[src/rtl/sma_pkg.sv]
// rtl/sma_pkg.sv - shared types and FSM states for the SMA price buffer reader
package sma_pkg;

    localparam int BUFFER_SIZE_DEF = 64;
    localparam int NUM_STOCKS_DEF  = 4;
    localparam int PRICE_WIDTH_DEF = 32;
    localparam int LOG2_BUF        = $clog2(BUFFER_SIZE_DEF);

    typedef logic [$clog2(NUM_STOCKS_DEF)-1:0]                  stock_id_t;
    typedef logic [PRICE_WIDTH_DEF-1:0]                         price_t;
    typedef logic [PRICE_WIDTH_DEF+LOG2_BUF-1:0]                sum_t;
    typedef logic [$clog2(BUFFER_SIZE_DEF*NUM_STOCKS_DEF)-1:0]  addr_t;

    typedef enum logic [1:0] {
        IDLE,
        READ,
        WAIT,
        UPDATE
    } sma_rd_state_e;

endpackage

[src/rtl/sma_sum_bank.sv]
// rtl/sma_sum_bank.sv - per-stock running sum and saturating fill count, 1 read / 1 write port
module sma_sum_bank #(
    parameter int NUM_STOCKS = 4,
    parameter int SID_W      = 2,
    parameter int SUM_W      = 38,
    parameter int CNT_W      = 7
) (
    input  logic             i_clk,
    input  logic             i_reset_n,
    input  logic [SID_W-1:0] rd_sid,
    output logic [SUM_W-1:0] rd_sum,
    output logic [CNT_W-1:0] rd_cnt,
    input  logic             wr_en,
    input  logic [SID_W-1:0] wr_sid,
    input  logic [SUM_W-1:0] wr_sum,
    input  logic [CNT_W-1:0] wr_cnt
);

    logic [SUM_W-1:0] sum_r [NUM_STOCKS];
    logic [CNT_W-1:0] cnt_r [NUM_STOCKS];

    assign rd_sum = sum_r[rd_sid];
    assign rd_cnt = cnt_r[rd_sid];

    always_ff @(posedge i_clk) begin
        if (!i_reset_n) begin
            for (int i = 0; i < NUM_STOCKS; i++) begin
                sum_r[i] <= '0;
                cnt_r[i] <= '0;
            end
        end else if (wr_en) begin
            sum_r[wr_sid] <= wr_sum;
            cnt_r[wr_sid] <= wr_cnt;
        end
    end

endmodule

[src/rtl/sma_price_buffer_reader.sv]
// rtl/sma_price_buffer_reader.sv - reads evicted slot, maintains per-stock sums, emits SMA (SMA_ROUND_EN: rounded, saturating mean)
module sma_price_buffer_reader
    import sma_pkg::*;
#(
    parameter int BUFFER_SIZE = 64,
    parameter int NUM_STOCKS  = 4,
    parameter int PRICE_WIDTH = 32,
    parameter int RD_LATENCY  = 1,
    localparam int ADDR_WIDTH = $clog2(BUFFER_SIZE*NUM_STOCKS),
    localparam int SID_W      = (NUM_STOCKS > 1) ? $clog2(NUM_STOCKS) : 1,
    localparam int SHIFT      = $clog2(BUFFER_SIZE),
    localparam int SUM_W      = PRICE_WIDTH + SHIFT
) (
    input  logic                   i_clk,
    input  logic                   i_reset_n,
    input  logic                   i_upd_valid,
    output logic                   o_upd_ready,
    input  logic [SID_W-1:0]       i_upd_stock_id,
    input  logic [PRICE_WIDTH-1:0] i_upd_price,
    input  logic [ADDR_WIDTH-1:0]  i_upd_addr,
    output logic                   o_mem_busy,
    output logic                   o_rd_en,
    output logic [ADDR_WIDTH-1:0]  o_rd_addr,
    input  logic [PRICE_WIDTH-1:0] i_rd_data,
    output logic                   o_sma_valid,
    output logic [SID_W-1:0]       o_sma_stock_id,
    output logic [PRICE_WIDTH-1:0] o_sma_price,
    output logic                   o_sma_primed
);

    localparam int CNT_W  = $clog2(BUFFER_SIZE + 1);
    localparam int WCNT_W = (RD_LATENCY > 1) ? $clog2(RD_LATENCY) : 1;

    sma_rd_state_e          state;
    logic [SID_W-1:0]       sid_q;
    logic [PRICE_WIDTH-1:0] price_q;
    logic [PRICE_WIDTH-1:0] old_q;
    logic                   full_q;
    logic [WCNT_W-1:0]      wait_cnt;

    logic                   pend_valid;
    logic [SID_W-1:0]       pend_sid;
    logic [PRICE_WIDTH-1:0] pend_price;
    logic                   pend_primed;

    logic [SID_W-1:0]       bank_rd_sid;
    logic [SUM_W-1:0]       bank_sum;
    logic [CNT_W-1:0]       bank_cnt;
    logic [SUM_W-1:0]       new_sum;
    logic [CNT_W-1:0]       new_cnt;
    logic [PRICE_WIDTH-1:0] sma_calc;

    // In IDLE the bank is addressed by the incoming stock so the fill check is ready at accept.
    assign bank_rd_sid = (state == IDLE) ? i_upd_stock_id : sid_q;

    sma_sum_bank #(
        .NUM_STOCKS (NUM_STOCKS),
        .SID_W      (SID_W),
        .SUM_W      (SUM_W),
        .CNT_W      (CNT_W)
    ) u_sum_bank (
        .i_clk     (i_clk),
        .i_reset_n (i_reset_n),
        .rd_sid    (bank_rd_sid),
        .rd_sum    (bank_sum),
        .rd_cnt    (bank_cnt),
        .wr_en     (state == UPDATE),
        .wr_sid    (sid_q),
        .wr_sum    (new_sum),
        .wr_cnt    (new_cnt)
    );

    // old_q is zero for a not-yet-full stock, so one expression covers both paths.
    assign new_sum = bank_sum - SUM_W'(old_q) + SUM_W'(price_q);
    assign new_cnt = full_q ? bank_cnt : bank_cnt + CNT_W'(1);

`ifdef SMA_ROUND_EN
    logic [PRICE_WIDTH:0] rounded;
    assign rounded  = (PRICE_WIDTH+1)'(({1'b0, new_sum} + (SUM_W+1)'(BUFFER_SIZE/2)) >> SHIFT);
    assign sma_calc = rounded[PRICE_WIDTH] ? {PRICE_WIDTH{1'b1}} : rounded[PRICE_WIDTH-1:0];
`else
    assign sma_calc = new_sum[SHIFT +: PRICE_WIDTH];
`endif

    always_ff @(posedge i_clk) begin
        if (!i_reset_n) begin
            state          <= IDLE;
            sid_q          <= '0;
            price_q        <= '0;
            old_q          <= '0;
            full_q         <= 1'b0;
            wait_cnt       <= '0;
            pend_valid     <= 1'b0;
            pend_sid       <= '0;
            pend_price     <= '0;
            pend_primed    <= 1'b0;
            o_upd_ready    <= 1'b1;
            o_mem_busy     <= 1'b0;
            o_rd_en        <= 1'b0;
            o_rd_addr      <= '0;
            o_sma_valid    <= 1'b0;
            o_sma_stock_id <= '0;
            o_sma_price    <= '0;
            o_sma_primed   <= 1'b0;
        end else begin
            o_rd_en     <= 1'b0;
            pend_valid  <= 1'b0;
            o_sma_valid <= pend_valid;
            if (pend_valid) begin
                o_sma_stock_id <= pend_sid;
                o_sma_price    <= pend_price;
                o_sma_primed   <= pend_primed;
            end

            case (state)
                IDLE: begin
                    if (i_upd_valid) begin
                        sid_q       <= i_upd_stock_id;
                        price_q     <= i_upd_price;
                        old_q       <= '0;
                        o_upd_ready <= 1'b0;
                        if (bank_cnt == CNT_W'(BUFFER_SIZE)) begin
                            full_q     <= 1'b1;
                            o_mem_busy <= 1'b1;
                            o_rd_en    <= 1'b1;
                            o_rd_addr  <= i_upd_addr;
                            state      <= READ;
                        end else begin
                            full_q <= 1'b0;
                            state  <= UPDATE;
                        end
                    end
                end
                READ: begin
                    wait_cnt <= '0;
                    state    <= WAIT;
                end
                WAIT: begin
                    if (wait_cnt == WCNT_W'(RD_LATENCY - 1)) begin
                        old_q      <= i_rd_data;
                        o_mem_busy <= 1'b0;
                        state      <= UPDATE;
                    end else begin
                        wait_cnt <= wait_cnt + WCNT_W'(1);
                    end
                end
                UPDATE: begin
                    pend_valid  <= 1'b1;
                    pend_sid    <= sid_q;
                    pend_price  <= sma_calc;
                    pend_primed <= (new_cnt == CNT_W'(BUFFER_SIZE));
                    o_upd_ready <= 1'b1;
                    state       <= IDLE;
                end
                default: state <= IDLE;
            endcase
        end
    end

endmodule
[config.mk]
export PLATFORM = sky130hd
export DESIGN_NAME = sma_price_buffer_reader
export DESIGN_NICKNAME = d
export VERILOG_FILES = /design/src/rtl/sma_pkg.sv /design/src/rtl/sma_sum_bank.sv /design/src/rtl/sma_price_buffer_reader.sv
export SDC_FILE = /design/constraint.sdc
export NUM_CORES = 1
export LEC_CHECK = 0
export BUFFER_PORTS_ARGS = -buffer_cell sky130_fd_sc_hd__buf_2
export CAP_MARGIN = 20
export CORE_MARGIN = 1
export CORE_UTILIZATION = 30
export DETAILED_ROUTE_END_ITERATION = 16
export PLACE_DENSITY = 0.58
export SYNTH_ARGS = -nofsm -noshare
export SYNTH_HDL_FRONTEND = slang
export SYNTH_SLANG_ARGS = --single-unit
[constraint.sdc]
create_clock -name i_clk -period 8 [get_ports i_clk]
set_input_delay 0 -clock i_clk [delete_from_list [all_inputs] [get_ports i_clk]]
set_output_delay 0 -clock i_clk [all_outputs]
set_load 0.05 [all_outputs]
## After elaboration in Yosys (flattened, before gate mapping)

Memory sizes are Yosys's and may differ from the RTL's.
Cells that the tools add are included.

- Flip-flop bits (word level): 153
- Bits in writable memories: 180
- Output and inout bits: 47
- Memories kept: 2

- Add/subtract/negate cells: 4
- Eq/ne operators: 8
- Mux-type cells: 28
- Reduce and logical (&&, ||, !) cells: 13

Memories:

| memory | words | width | read ports | clocked after memory_dff | wr ports | line | source |
|---|---|---|---|---|---|---|---|
| u_sum_bank.sum_r | 4 | 38 | 1 | 0 | 4 | sma_sum_bank.sv:19 | `logic [SUM_W-1:0] sum_r [NUM_STOCKS];` |
| u_sum_bank.cnt_r | 4 | 7 | 1 | 0 | 4 | sma_sum_bank.sv:20 | `logic [CNT_W-1:0] cnt_r [NUM_STOCKS];` |

Operators by type and width:

| operator | count |
|---|---|
| two-way mux 32 bit | 2 |
| one-hot mux 32 bit (2 select lines) | 1 |
| adder 38 x 32 -> 38 bit | 1 |
| two-way mux 38 bit | 1 |
| OR reduction 38 bit | 1 |
| subtractor 38 x 32 -> 38 bit | 1 |
| equality test 7 bit, second input constant | 2 |
| two-way mux 7 bit | 2 |
| two-way mux 1 bit | 12 |
| two-way mux 2 bit | 6 |
| AND reduction 3 bit | 3 |
| one-hot mux 2 bit (4 select lines) | 1 |
| adder 7 x 1 -> 7 bit, second input constant | 1 |
| OR reduction 7 bit | 1 |
| one-hot mux 1 bit (2 select lines) | 3 |
| AND reduction 2 bit | 3 |
| nonzero test 2 bit | 3 |
| equality test 2 bit, second input constant | 2 |
| != test 2 bit, second input constant | 2 |
| AND reduction 4 bit | 1 |
| equality test 2 x 1 -> 1 bit, second input constant | 1 |
| zero test 2 bit | 1 |
| != test 2 x 1 -> 1 bit, second input constant | 1 |
| adder 1 bit, second input constant | 1 |

## Depth between registers and ports, before layout

Gate-level depths: netlist (run 1).
An unclocked memory read counts as a cell.

- Depth in word-level cells: 7
- Mapped depth: 20
- Depth with buffers taken out: 17

## Cells and area by module

Synthesis (run 1) repeated with hierarchy kept, for this count alone.

- Cell total of the unflattened synthesis: 1,530
- Area total of the unflattened synthesis: 16,732.3 µm²

By module, submodules not included:

| module | times used | cells each | area each (µm²) | seq. area each (µm²) |
|---|---|---|---|---|
| sma_price_buffer_reader | 1 | 1,080 | 8,847.2 | 3,042.9 |
| sma_sum_bank | 1 | 450 | 7,885.1 | 5,405.2 |

## Worst setup path after synthesis (run 1)

OpenSTA, ideal clock, no wires.

- Kind: register to register
- Start point: reg state[0]
- End point: mem u_sum_bank.sum_r[3][37] (data pin)
- Arrival time: 5.034 ns
- Required time: 7.734 ns
- Setup slack: 2.700 ns
- Stages on the path, launching flop included: 21
- Buffers on the path: 4
- Clock period less this slack: 5.300 ns
- Cell sequence: dfxtp_1 inv_1 ha_1 buf_6 mux2i_4 buf_2 buf_2 mux4_2 inv_1 fa_1 inv_1 ha_1 clkbuf_1 a21oi_1 o21bai_1 a41o_1 a211oi_1 o21ai_1 a221o_1 nor4_4 nor2_1

RTL lines:

| item | line | source |
|---|---|---|
| start: declaration | sma_price_buffer_reader.sv:34 | `sma_rd_state_e state;` |
| start signal: assignment | sma_price_buffer_reader.sv:87 | `state <= IDLE;` |
| start signal: assignment | sma_price_buffer_reader.sv:127 | `state <= READ;` |
| start signal: assignment | sma_price_buffer_reader.sv:130 | `state <= UPDATE;` |
| end: declaration | sma_sum_bank.sv:19 |  |

==> results of run 1 <==
[power by group]
| group | switching [mW] | internal, mW | leakage, nW |
|---|---|---|---|
| Clock | 0.732 | 1.13 | 0.661 |
| Combinational | 2.71 | 1.58 | 4.38 |
| Sequential | 0.136 | 2.04 | 3.09 |
[kinds of logic (layout without fill, tap and decap cells)]
group / count (synthesis) / count (layout)
buffers and inverters: 249 / 462
and+or+nand+nor: 528 / 528
muxes: 92 / 92
DFF: 332 / 332
adders and majority gates: 76 / 76
xor gates and xnor gates: 35 / 35
AOI/OAI and AO/OA: 231 / 231
[layout make-up]
cell class / instances / area share (%)
Clock buffer: 56 / 5.74
Clock inverter: 18 / 1.02
Inverter: 162 / 3.05
Multi-Input combinational cell: 962 / 35.3
Sequential cell: 332 / 42.4
Tap cell: 696 / 4.37
Timing Repair Buffer: 226 / 8.04
[flip-flops by register name, summed over array words and instances, names as in the netlist, 2 cells and up]
| register | flops |
|---|---|
| u_sum_bank.sum_r | 152 |
| o_sma_price | 32 |
| old_q | 32 |
| pend_price | 32 |
| price_q | 32 |
| u_sum_bank.cnt_r | 28 |
| o_rd_addr | 8 |
| o_sma_stock_id | 2 |
| pend_sid | 2 |
| sid_q | 2 |
| state | 2 |
[cells in the final DEF, fill, tap and decap left out, types with 20 or more instances in the layout]
cell           Yosys  routed
a21boi_0          37      37
a21o_1            27      27
a21oi_1           44      44
a22oi_1           32      32
buf_2              4     122
buf_4              0      20
clkbuf_16          0      42
dfxtp_1          152     151
dlygate4sd3_1      0      84
edfxtp_1         180     180
fa_1              32      32
ha_1              44      44
inv_1            158     158
mux2i_1           46      44
mux4_2            45      45
nand2_1          176     172
nor2_1           181     181
nor2b_1           79      78
o21ai_0           23      23
[tightest hold or removal path, stage by stage]
cell	delay (ns)
dlygate4sd3_1	0.52
buf_2	0.12
nand2_1	0.04
a21boi_1	0.05
[final timing paths]
check,endpoint,cells past startpoint,slack (ns),from
worst max-delay path,u_sum_bank.sum_r[1][35],17,2.01,state[0]
worst min-delay path,o_rd_addr[2],4,0.23,i_upd_addr[2]
worst max register to register,u_sum_bank.sum_r[1][35],17,2.01,state[0]
worst min register to register,pend_price[9],2,0.44,pend_price[9]
[stage by stage]
step | instance area [um^2] | hold slack (ns) | total power [mW]
2_1_floorplan | 16400 | 0.135 | 5.33
3_3_place_gp | 17700 | 0.242 | 6.39
3_5_place_dp | 17700 | 0.251 | 6.43
4_1_cts | 19900 | 0.205 | 8.38
5_1_grt | 19900 | 0.236 | 8.94
6_report | 19900 | 0.231 | 8.33
[layer usage]
layer	vias up	global-route usage [%]	part of all wire [%]
met4	0	5.51	2.7
met1	5731	20.7	45
met2	309	26.8	47
met3	69	2.66	5.2
met5	-	0	0
li1	5650	-	-
==> metrics.md, run 1 <==
| Metric | Value |
|---|---|
| CP top delay family | compound AO/OA/AOI/OAI gates |
| Post-Synthesis Mean Instance Area | 10.6 um^2 |
| Post-synth ARST share | 0% |
| Post-Synth Simple-Gate Area | 14.7% |
| Die area | 55600 um^2 |
| Cell Area, Synth | 16400 um^2 |
| Worst path slowest cell | a31oi_1 |
| Synth Net Count | 1696 |
| Startpoint Class | flip-flop |
| WL/cell | 17.9 um |
| CTS Buf Count | 40 |
| Hold_buf cts | 84 |
| Largest net degree at the start of global routing | 98 |
| Area of the multi-input gates | 7040 um^2 |
| Most used flip-flop cell after synthesis | edfxtp_1 |
| Final min period | 5.99 ns |
| Max_cap viols | 0 |
| Synth top area cells | edfxtp_1 (33%), dfxtp_1 (19%), mux4_2 (6.2%), nor2_1 (4.1%), nand2_1 (4.0%) |
| Worst Setup Slack, final | 2.01 ns |
| Skew-Pair Late Insertion Delay | 0.55 ns |
| Floorplan die width | 236 um |
| CTS Root Cell | clkbuf_16 |
| IO Count | 124 |
| Synth Register Bits | 332 |
| Dpl cells | 2294 |
| Worst path bufs/invs | 4 |
| Seq/Total Area, Yosys | 51.6% |
| Final Cycle Share | 74.9% |
| Synth Area in Adders | 7.27% |
| Leak | 8.13 nW |
| Min-delay worst type | in -> reg |
| Register area | 8450 um^2 |
| Antenna viol nets, final | 0 |
| Initial Utilization | 30.4% |
| Synthesized instance count | 1543 |
| Max Clock Freq | 167 MHz |
| CP max FO | 24 |
| EDFF count, synth | 180 |
| First-pass GRT wire length | 69100 um |
| Layout cells sized above 1 | 15.2% |
| Setup TNS | 0 ns |
| Synth top area share | 33.0% |
| Initial drt markers | 701 |
| Final design utilization | 36.9% |
| N_diodes | 0 |
| Crit end category | flip-flop |
| Area Overhead vs Synth | 21.6% |
| Top-count cell post-synth | nor2_1 |
| Worst-path clk slew | 0.06 ns |
| Post-DP HPWL | 29400 um |
| RD Place Congestion | 0.861 |
| Critical Path RT | 8.29 ns |
| Netlist cell types | 62 |
| CTS resizes | 0 |
| Final Setup Violations | 0 |
| Worst Tran Pin Value | 0.926 ns |
| Layout Skew | 0.0154 ns |
| Tot GR Track Use | 15.9% |
| H-tree levels | 2 |
| Layout Nets | 1877 |
| CP Class | reg -> reg |
| RSZ-0062 raised after global routing | no |
| Drt pass-1 iters | 5 |
| Compound-cell area share of the yosys netlist | 9.69% |
| CTS Sinks | 332 |
| Synth area leader | edfxtp_1 |
| Detailed-route via count | 11800 |
| Number of global-route vias before repair | 12300 |
| Yosys warnings | 0 |
| Biggest cell delay along the critical path | 0.73 ns |
| Post-synthesis xor/xnor area fraction | 1.87% |
| Status | finished, final reports clean |
| Power per cell area | 418 nW/um^2 |
| Slew Viols, Final | 0 |
| Worst rel slew slack | 38.0% |
| Pre-CTS setup slack | 1.98 ns |
| Cell Rows | 85 |
| Core Region | 53900 um^2 |
| Final hold vios | 0 |
| Gr ovfl total | 0 |
| Critical-path cell list | inv_1 > ha_1 > mux2i_4 > buf_4 > mux4_2 > inv_1 > fa_1 > inv_1 > ha_1 > a21o_1 > a21o_1 > a21oi_1 > o21ai_0 > a31oi_1 > mux2i_1 > o31a_1 > o41ai_1 |
| CTS Buffer Depth | 3 |
| Post-Route WL | 44000 um |
| Top cells by count, synth | nor2_1 (181), edfxtp_1 (180), nand2_1 (176), inv_1 (158), dfxtp_1 (152) |
| Most frequent CP cell | inv_1 |
| Antenna violations before repair | 0 |
| Mux cell area share after synthesis | 9.13% |
| Fill cells | 5284 |
| DR vias/cell | 4.80 |
| Port Buffer Count | 123 |
| CTS tree | built |
| Drt drc | 0 |
| VDD IR-drop max | 0.000180 V |
| Die Span Y | 236 um |
| Largest family of logic cells by synthesized area | simple AND/OR/NAND/NOR gates |
| CP Data Arrival Time | 6.28 ns |
| Postcts setup bufs | 0 |
| Layout Cells excl Fill | 2452 |
Note: power is estimated with default switching activity, not from simulation.
==> run 2: changes to the inputs <==
- PLACE_DENSITY: 0.58 -> 0.59
- clock period: 8 -> 5.3 ns (I/O delays scaled with it)
==> run 2 against run 1 <==
Effect of this change: final cell count increased by 0.53%; worst hold slack got worse by 0.17 ns; clock power increased by 37%; critical path type unchanged; sequential power increased by 50%; sequential share of layout area about the same; largest power group unchanged; register-to-register slack got worse by 1.6 ns; first-iteration DRC count increased by 6.8%; cell area about the same; combinational power increased by 60%.
==> metrics.md, run 2 (same netlist as run 1, synthesis figures left out) <==
| Metric | Value |
|---|---|
| Area of the multi-input gates | 7050 um^2 |
| Min-delay worst type | in -> reg |
| Largest net degree at the start of global routing | 87 |
| First-pass GRT wire length | 69100 um |
| CTS Root Cell | clkbuf_16 |
| Skew-Pair Late Insertion Delay | 0.56 ns |
| Antenna violations before repair | 0 |
| Initial Utilization | 30.4% |
| CP max FO | 36 |
| Tot GR Track Use | 15.9% |
| Routed wire length on met2 | 20500 um |
| Worst rel slew slack | 37.9% |
| Hold WS | 0.0626 ns |
| Drt drc | 0 |
| H-tree levels | 2 |
| Floorplan die width | 236 um |
| Worst-path clk slew | 0.06 ns |
| Net load switching power | 5.48 mW |
| Final Setup Violations | 0 |
| Crit end category | flip-flop |
| Cell Rows | 85 |
| RSZ-0062 raised after global routing | no |
| CTS Buf Count | 39 |
| Sw frac | 43.2% |
| Slew Viols, Final | 0 |
| Final hold vios | 0 |
| Detailed-route via count | 11900 |
| DR vias/cell | 4.81 |
| Biggest cell delay along the critical path | 0.55 ns |
| Antenna viol nets, final | 0 |
| Status | finished, final reports clean |
| Worst path slowest cell | mux4_2 |
| RD Place Congestion | 0.861 |
| VDD IR-drop max | 0.000413 V |
| Reg2reg start | state[0] |
| Critical Path RT | 5.58 ns |
| Worst Tran Pin Value | 0.927 ns |
| Max Clock Freq | 203 MHz |
| Max_cap viols | 0 |
| Die Span Y | 236 um |
| CTS tree | built |
| Drt pass-1 iters | 5 |
| CP Data Arrival Time | 5.22 ns |
| CTS Buffer Depth | 3 |
| Gr ovfl total | 0 |
| Clock power frac | 20.0% |
| Leak | 8.13 nW |
| WL met1 | 20000 um |
| Register area | 8450 um^2 |
| Post-DP HPWL | 29000 um |
| Fill cells | 5291 |
| Layout cells sized above 1 | 16.1% |
| Core Region | 53900 um^2 |
| Die area | 55600 um^2 |
| Startpoint Class | flip-flop |
| CP Class | reg -> reg |
| Final design utilization | 36.9% |
| Port Buffer Count | 123 |
| Number of global-route vias before repair | 12200 |
| Internal power | 7.22 mW |
| Register share of total power | 25.7% |
| IO Count | 124 |
| Post-Route WL | 43600 um |
| Most common cell after layout, fill and taps aside | nor2_1 |
| Layout Nets | 1891 |
| Layout Skew | 0.0213 ns |
| Largest register by flop count | u_sum_bank.sum_r |
| Area Overhead vs Synth | 21.5% |
| Final min period | 4.93 ns |
| Comb pwr share | 54.3% |
| WL/cell | 17.7 um |
| CP Launch Point | state[0] |
| CTS Sinks | 332 |
| Initial drt markers | 749 |
| Critical-path cell list | inv_1 > ha_1 > mux2i_4 > buf_12 > mux4_2 > inv_1 > ha_1 > inv_1 > ha_1 > fa_1 > a211o_1 > and3_1 > o2111ai_1 > a211oi_1 > o21ai_1 > o21ai_0 > xnor2_1 > buf_4 > nor2_1 |
| Top layer reached by signal wires | met4 |
| Final Cycle Share | 93.1% |
| Hold Path Origin | i_reset_n |
| Max reg flops | 152 |
| Power per cell area | 638 nW/um^2 |
| N_diodes | 0 |
| WL met3 | 2020 um |
| Setup TNS | 0 ns |
| Commonest cells after routing, fill and taps aside | nor2_1 (181), edfxtp_1 (180), nand2_1 (172) |
-- run 2: cell count changes in the layout (fill, tap and decap cells not counted), sizes merged --
cell         before  now
buf             142  166
inv             166  164
clkbuf           56   55
clkinv            9   13
bufinv            4    1
dlygate4sd3      84   75
-- run 2: final cells by class --
cell class | instances | share of cell area (%)
Sequential cell | 332 | 42.5
Clock buffer | 55 | 5.37
Inverter | 162 | 3.06
Timing Repair Buffer | 241 | 8.69
Clock inverter | 17 | 0.635
Tap cell | 696 | 4.38
Multi-Input combinational cell | 962 | 35.4
-- run 2: critical path, delay by kind of cell (launching register included) --
family | cells | cell delay (ns)
flops | 1 | 0.32
xor+xnor | 1 | 0.22
buf+inv | 5 | 0.70
simple gates | 2 | 0.24
mux | 2 | 0.82
compound gates | 5 | 1.33
fa+ha+maj | 4 | 1.01
-- run 2: final timing paths --
| kind | endpoint | slack [ns] | cells past startpoint |
|---|---|---|---|
| max | u_sum_bank.sum_r[0][32] | 0.37 | 19 |
| max reg2reg | u_sum_bank.sum_r[0][32] | 0.37 | 19 |
| min | o_upd_ready | 0.06 | 2 |
| min reg2reg | pend_price[10] | 0.44 | 2 |
-- run 2: power by group through the flow --
stage                     clock network (mW)  logic (mW)  registers (mW)
after floorplan                            0        4.77            3.27
after global placement                     0        6.72            3.31
after detailed placement                   0        6.79            3.32
after CTS                               2.60        6.88            3.27
after global routing                    2.69        7.67            3.30
final                                   2.54        6.90            3.26
-- run 2: repair_timing --
action / in CTS / in global routing
setup endpoints to repair: 0 / 5
gates resized for setup: 0 / 2
buffers inserted: 0 / 0
hold buffers: 75 / 0
endpoints found under the hold margin: 75 / 0
-- run 2: stage by stage --
| stage | setup slack (ns) | instance area [um^2] | power (mW) | instances |
|---|---|---|---|---|
| detailed placement | 0.334 | 17900 | 10.1 | 2318 |
| global placement | 0.359 | 17900 | 10.0 | 2318 |
| finish | 0.367 | 19900 | 12.7 | 2465 |
| global route | 0.0706 | 19900 | 13.7 | 2465 |
| CTS | 0.291 | 19900 | 12.7 | 2465 |
| floorplan | 0.0000533 | 16400 | 8.05 | 1543 |
-- run 2: metal layers --
layer	global-route usage, %	vias up
li1	-	5687
met3	2.53	60
met2	26.3	287
met4	5.49	0
met5	0	-
met1	21.0	5827
